$ cat src/rtl/rv32i_mult_pkg.sv
// rtl/rv32i_mult_pkg.sv - shared widths, state type and parameter check for the sequential multiplier
package rv32i_mult_pkg;

  localparam int MULT_OPERAND_W = 16;
  localparam int MULT_RESULT_W  = 32;

  typedef enum logic [1:0] {
    IDLE,
    BUSY,
    DONE_WAIT
  } mult_state_t;

  function automatic bit legal_bits_per_cycle(input int bits);
    return (bits == 1) || (bits == 2) || (bits == 4) || (bits == 8) || (bits == 16);
  endfunction

endpackage

$ cat src/rtl/rv32i_mult_partial_product.sv
// rtl/rv32i_mult_partial_product.sv - multiplicand times one multiplier digit, shifted into place
module rv32i_mult_partial_product
  import rv32i_mult_pkg::*;
#(
  parameter int BITS_PER_CYCLE = 8
) (
  input  logic [MULT_OPERAND_W-1:0] mcand,
  input  logic [BITS_PER_CYCLE-1:0] digit,
  input  logic [4:0]                shift,
  output logic [MULT_RESULT_W-1:0]  product
);

  logic [MULT_RESULT_W-1:0] wide_mcand;
  logic [MULT_RESULT_W-1:0] wide_digit;

  // 16 + BITS_PER_CYCLE never exceeds 32 bits, so the product cannot be truncated
  assign wide_mcand = MULT_RESULT_W'(mcand);
  assign wide_digit = MULT_RESULT_W'(digit);
  assign product    = (wide_mcand * wide_digit) << shift;

endmodule

$ cat src/rtl/rv32i_seq_multiplier.sv
// rtl/rv32i_seq_multiplier.sv - iterative unsigned 16x16->32 shift-add multiplier with level-enable handshake
module rv32i_seq_multiplier
  import rv32i_mult_pkg::*;
#(
  parameter int BITS_PER_CYCLE = 8
) (
  input  logic                      i_clk,
  input  logic                      i_rst,
  input  logic                      i_en,
  input  logic [MULT_OPERAND_W-1:0] i_operand_one,
  input  logic [MULT_OPERAND_W-1:0] i_operand_two,
  output logic                      o_valid,
  output logic [MULT_RESULT_W-1:0]  o_result,
  output logic                      o_busy
);

  localparam int ITERATIONS = MULT_OPERAND_W / BITS_PER_CYCLE;
  localparam int CNT_W      = (ITERATIONS > 1) ? $clog2(ITERATIONS) : 1;
  localparam logic [CNT_W-1:0] LAST_COUNT = CNT_W'(ITERATIONS - 1);

  generate
    if (!legal_bits_per_cycle(BITS_PER_CYCLE)) begin : g_bad_bits_per_cycle
      $error("rv32i_seq_multiplier: BITS_PER_CYCLE must be 1, 2, 4, 8 or 16");
    end
  endgenerate

  mult_state_t               state_q, state_d;
  logic [MULT_RESULT_W-1:0]  acc_q, acc_d;
  logic [MULT_OPERAND_W-1:0] mcand_q, mcand_d;
  logic [MULT_OPERAND_W-1:0] mplier_q, mplier_d;
  logic [CNT_W-1:0]          count_q, count_d;
  logic [MULT_RESULT_W-1:0]  result_q, result_d;
  logic                      valid_q, valid_d;
  logic [MULT_RESULT_W-1:0]  partial;
  logic [MULT_RESULT_W-1:0]  acc_sum;
  logic [4:0]                shift;

  assign shift = 5'(count_q) * 5'(BITS_PER_CYCLE);

  rv32i_mult_partial_product #(
    .BITS_PER_CYCLE(BITS_PER_CYCLE)
  ) u_partial_product (
    .mcand  (mcand_q),
    .digit  (mplier_q[BITS_PER_CYCLE-1:0]),
    .shift  (shift),
    .product(partial)
  );

  always_ff @(posedge i_clk) begin
    if (i_rst) begin
      state_q  <= IDLE;
      acc_q    <= '0;
      mcand_q  <= '0;
      mplier_q <= '0;
      count_q  <= '0;
      result_q <= '0;
      valid_q  <= 1'b0;
    end else begin
      state_q  <= state_d;
      acc_q    <= acc_d;
      mcand_q  <= mcand_d;
      mplier_q <= mplier_d;
      count_q  <= count_d;
      result_q <= result_d;
      valid_q  <= valid_d;
    end
  end

  always_comb begin
    state_d  = state_q;
    acc_d    = acc_q;
    mcand_d  = mcand_q;
    mplier_d = mplier_q;
    count_d  = count_q;
    result_d = result_q;
    valid_d  = 1'b0;
    acc_sum  = acc_q + partial;
    unique case (state_q)
      IDLE: begin
        if (i_en) begin
          mcand_d  = i_operand_one;
          mplier_d = i_operand_two;
          acc_d    = '0;
          count_d  = '0;
          state_d  = BUSY;
        end
      end
      BUSY: begin
        acc_d    = acc_sum;
        mplier_d = mplier_q >> BITS_PER_CYCLE;
        count_d  = count_q + CNT_W'(1);
        // A still-high enable parks in DONE_WAIT so it cannot start a second op
        if (count_q == LAST_COUNT) begin
          result_d = acc_sum;
          valid_d  = 1'b1;
          state_d  = i_en ? DONE_WAIT : IDLE;
        end
      end
      DONE_WAIT: begin
        if (!i_en) state_d = IDLE;
      end
      default: state_d = IDLE;
    endcase
  end

  assign o_valid  = valid_q;
  assign o_result = result_q;
  assign o_busy   = (state_q != IDLE);

endmodule

$ cat config.mk
export PLATFORM = sky130hd
export DESIGN_NAME = rv32i_seq_multiplier
export DESIGN_NICKNAME = d
export VERILOG_FILES = /design/src/rtl/rv32i_mult_pkg.sv /design/src/rtl/rv32i_mult_partial_product.sv /design/src/rtl/rv32i_seq_multiplier.sv
export SDC_FILE = /design/constraint.sdc
export NUM_CORES = 1
export LEC_CHECK = 0
export ABC_AREA = 1
export CAP_MARGIN = 20
export CORE_ASPECT_RATIO = 1.4
export CORE_MARGIN = 10
export CORE_UTILIZATION = 50
export DETAILED_ROUTE_END_ITERATION = 10
export DONT_BUFFER_PORTS = 1
export GPL_TIMING_DRIVEN = 1
export SLEW_MARGIN = 20
export SYNTH_ARGS = -nofsm -noshare
export SYNTH_HDL_FRONTEND = slang
export SYNTH_HIERARCHICAL = 1
export SYNTH_SLANG_ARGS = --single-unit
$ cat constraint.sdc
create_clock -name i_clk -period 8 [get_ports i_clk]
set_input_delay 2 -clock i_clk [delete_from_list [all_inputs] [get_ports i_clk]]
set_output_delay 2 -clock i_clk [all_outputs]
set_load 0.01 [all_outputs]
==> metrics.md <==
| Metric | Value |
|---|---|
| Remaining antenna violation count after routing | `0` |
| I/O Pins | `69` |
| Die ar. | `31700 sq um` |
| Sequential area share after synthesis | `16.1%` |
| Most frequent cells in the layout | `nand2_1 (688), inv_1 (417), nand3_1 (186), nor2_1 (106), dfxtp_1 (100)` |
| FFs w/ async S/R, synth | `0%` |
| Gr usage total | `24.4%` |
| Worst endpoint data arrival time | `7.15 ns` |
| Setup_tns | `0 ns` |
| Clock latency at the later pin of the worst-skew pair | `0.37 ns` |
| CTS clk-pin slew, worst paths | `0.07 ns` |
| # port buffers | `0` |
| Ant. Diodes | `0` |
| Hold crit path type | `register to register` |
| Number of fill cells | `2626` |
| First-pass GRT wire length | `61700 um` |
| Leakage | `7.87 nW` |
| Relative slew slack | `28.5%` |
| Largest family of logic cells by synthesized area | `simple AND/OR/NAND/NOR gates` |
| Setup Crit Path Kind | `register to register` |
| Mapped Cells | `2052` |
| Mux cell area share after synthesis | `0.0805%` |
| Cell variety after synth | `40` |
| Simple-Gate Fraction of Synth Area | `36.9%` |
| Vias per cell | `5.14` |
| R2r setup slk | `1.16 ns` |
| Avg WL per Cell | `16.7 um` |
| Die height | `207 um` |
| CTS tree | `yes` |
| Clock Sinks | `100` |
| Crit path launch | `mplier_q[5]` |
| Final nets | `2191` |
| Setup Fix Bufs, Post-CTS | `0` |
| HPWL after DPL | `31200 um` |
| CP endpoint | `acc_q[27]` |
| Clock Path Buffers | `2` |
| Top cells by area, synth | `nand2_1 (21%), dfxtp_1 (16%), fa_1 (14%), inv_1 (13%), ha_1 (7.5%)` |
| H-tree Lvls | `3` |
| Worst Path Required | `8.31 ns` |
| DR iter-0 viols | `577` |
| Final setup viols | `0` |
| Crit. End Element | `register` |
| R2R cell count | `30` |
| Fin area | `12900 sq um` |
| Area leader, netlist | `nand2_1` |
| Vias in the first global route | `12053` |
| Period utilisation layout | `85.5%` |
| Mapped cell area | `12400 sq um` |
| Cell Area, Placed | `12500 sq um` |
| Vias | `11902` |
| Complex-gate fraction of the synthesized area | `8.34%` |
| Grt ovf | `0` |
| Peak Freq | `146 MHz` |
| Post-synthesis adder-cell area fraction | `21.2%` |
| Final min period | `6.84 ns` |
| Max stage delay on crit path | `0.84 ns` |
| RR Startpoint | `mplier_q[5]` |
| Die W | `153 um` |
| Slowest-stage cell, CP | `dfxtp_1` |
| DRC | `0` |
| Crit Reg-Reg Endpoint | `acc_q[27]` |
| Dpl cells | `2299` |
| Power Density | `147 nW/um^2` |
| Register bit total from synthesis | `100` |
| EDFF count, synth | `0` |
| Commonest non-fill, non-tap cell in the layout | `nand2_1` |
| Row cnt | `68` |
| Slew Viols, Final | `0` |
| Cts hold-fix bufs | `0` |
| Clk root buf | `clkbuf_16` |
| Total power | `1.89 mW` |
| Drt first pass iters | `5` |
| CP dominant cell by count | `nand2_1` |
| Synth top area share | `20.8%` |
| Crit path max fanout | `17` |
| Status | `completed` |
| Final Hold Vio Count | `0` |
| Synth Area per Inst | `6.06 sq um` |
| Antenna violations before repair | `0` |
| YS warnings | `6` |
| Startpoint types | `register` |
| Num CTS Buffers | `9` |
| Fraction of layout cells with a size suffix above 1 | `5.15%` |
| Worst-Margin Slew | `1.07 ns` |
| Largest net degree at the start of global routing | `56` |
| RSZ-0062 raised after global routing | `no` |
| Post-synth top flop | `dfxtp_1` |
| GPL Wtd Cong | `1.03` |
| VDD IR max | `0.000113 V` |
| Hold path start | `mplier_q[8]` |
| Fin cells | `2316` |
| Post-Route WL | `38600 um` |
| Area grow syn2layout | `3.52%` |
| Layout Skew | `0.00769 ns` |
| Max-cap violations | `0` |
| Initial core utilization | `50.6%` |
| PostCTS Resize Cnt | `0` |
| Core Footprint | `24600 sq um` |
| Final Util | `52.3%` |
| Synth Area in XOR/XNOR | `1.46%` |
==> registers in the layout, indices dropped and copies added (netlist names) <==
name,flops
mcand_q,16
acc_q,32
o_valid,1
count_q,1
state_q,2
mplier_q,16
o_result,32
==> per-layer routing <==
metal / global-route usage [%] / vias to the layer above / part of all wire, %
li1: - / 6095 / -
met1: 24.1 / 5465 / 37
met2: 48.1 / 253 / 54
met3: 2.76 / 89 / 3.3
met4: 13.8 / 0 / 5.4
met5: 0 / - / 0
==> where the power goes <==
group / internal (mW) / leakage [nW] / total (mW) / switching, mW
sequential: 0.529 / 0.816 / 0.596 / 0.0674
combinational: 0.275 / 6.91 / 0.839 / 0.564
clock: 0.222 / 0.145 / 0.453 / 0.231
==> final cells by class <==
cell class              count  area [sq um]  share of cell area (%)
multi-input cells        1447          8500                    66.1
flip-flops and latches    100          2000                    15.6
inverters                 434          1630                    12.7
well taps                 315           394                    3.06
clock buffers               9           225                    1.75
clock inverters             7          75.1                   0.583
repair buffers              4          42.5                   0.331
==> cell families (layout without fill, tap and decap cells) <==
group                      count (synthesis)  count (layout)
AOI/OAI and AO/OA                        182             182
xor gates and xnor gates                  19              19
buffers and inverters                    514             454
adders and majority gates                160             160
and+or+nand+nor                         1075            1075
other                                      1              10
DFF                                      100             100
muxes                                      1               1
==> Yosys cell counts (13+ instances only) <==
| master | count |
|---|---|
| nand2_1 | 688 |
| inv_1 | 417 |
| nand3_1 | 186 |
| nor2_1 | 107 |
| dfxtp_1 | 100 |
| fa_1 | 85 |
| ha_1 | 75 |
| a21oi_1 | 69 |
| o21ai_0 | 58 |
| clkbuf_1 | 53 |
| nand2_2 | 24 |
| buf_2 | 16 |
| nand3_2 | 16 |
| o21bai_1 | 16 |
| nand4_1 | 15 |
| xor2_1 | 14 |
| inv_2 | 13 |
| o21a_1 | 13 |
==> metrics by stage <==
step	setup slack, ns	hold WS [ns]
6_report	1.16	0.456
5_1_grt	0.647	0.475
4_1_cts	1.21	0.458
3_5_place_dp	1.22	0.446
3_3_place_gp	1.28	0.445
2_1_floorplan	2.29	0.440
==> critical path: cells and delay by family (launching register included) <==
family | cells | cell delay [ns]
buf+inv | 3 | 0.24
simple gates | 19 | 2.28
flops | 1 | 0.84
compound gates | 2 | 0.43
fa+ha+maj | 6 | 2.98
==> worst min path at each step <==
stage | to | cells past startpoint
after floorplan | mplier_q[10] | 2
final | mplier_q[8] | 2
after global routing | mplier_q[8] | 2
after CTS | mplier_q[14] | 2
after detailed placement | mplier_q[14] | 2
after global placement | mplier_q[13] | 2
Note: power is estimated with default switching activity, not from simulation.
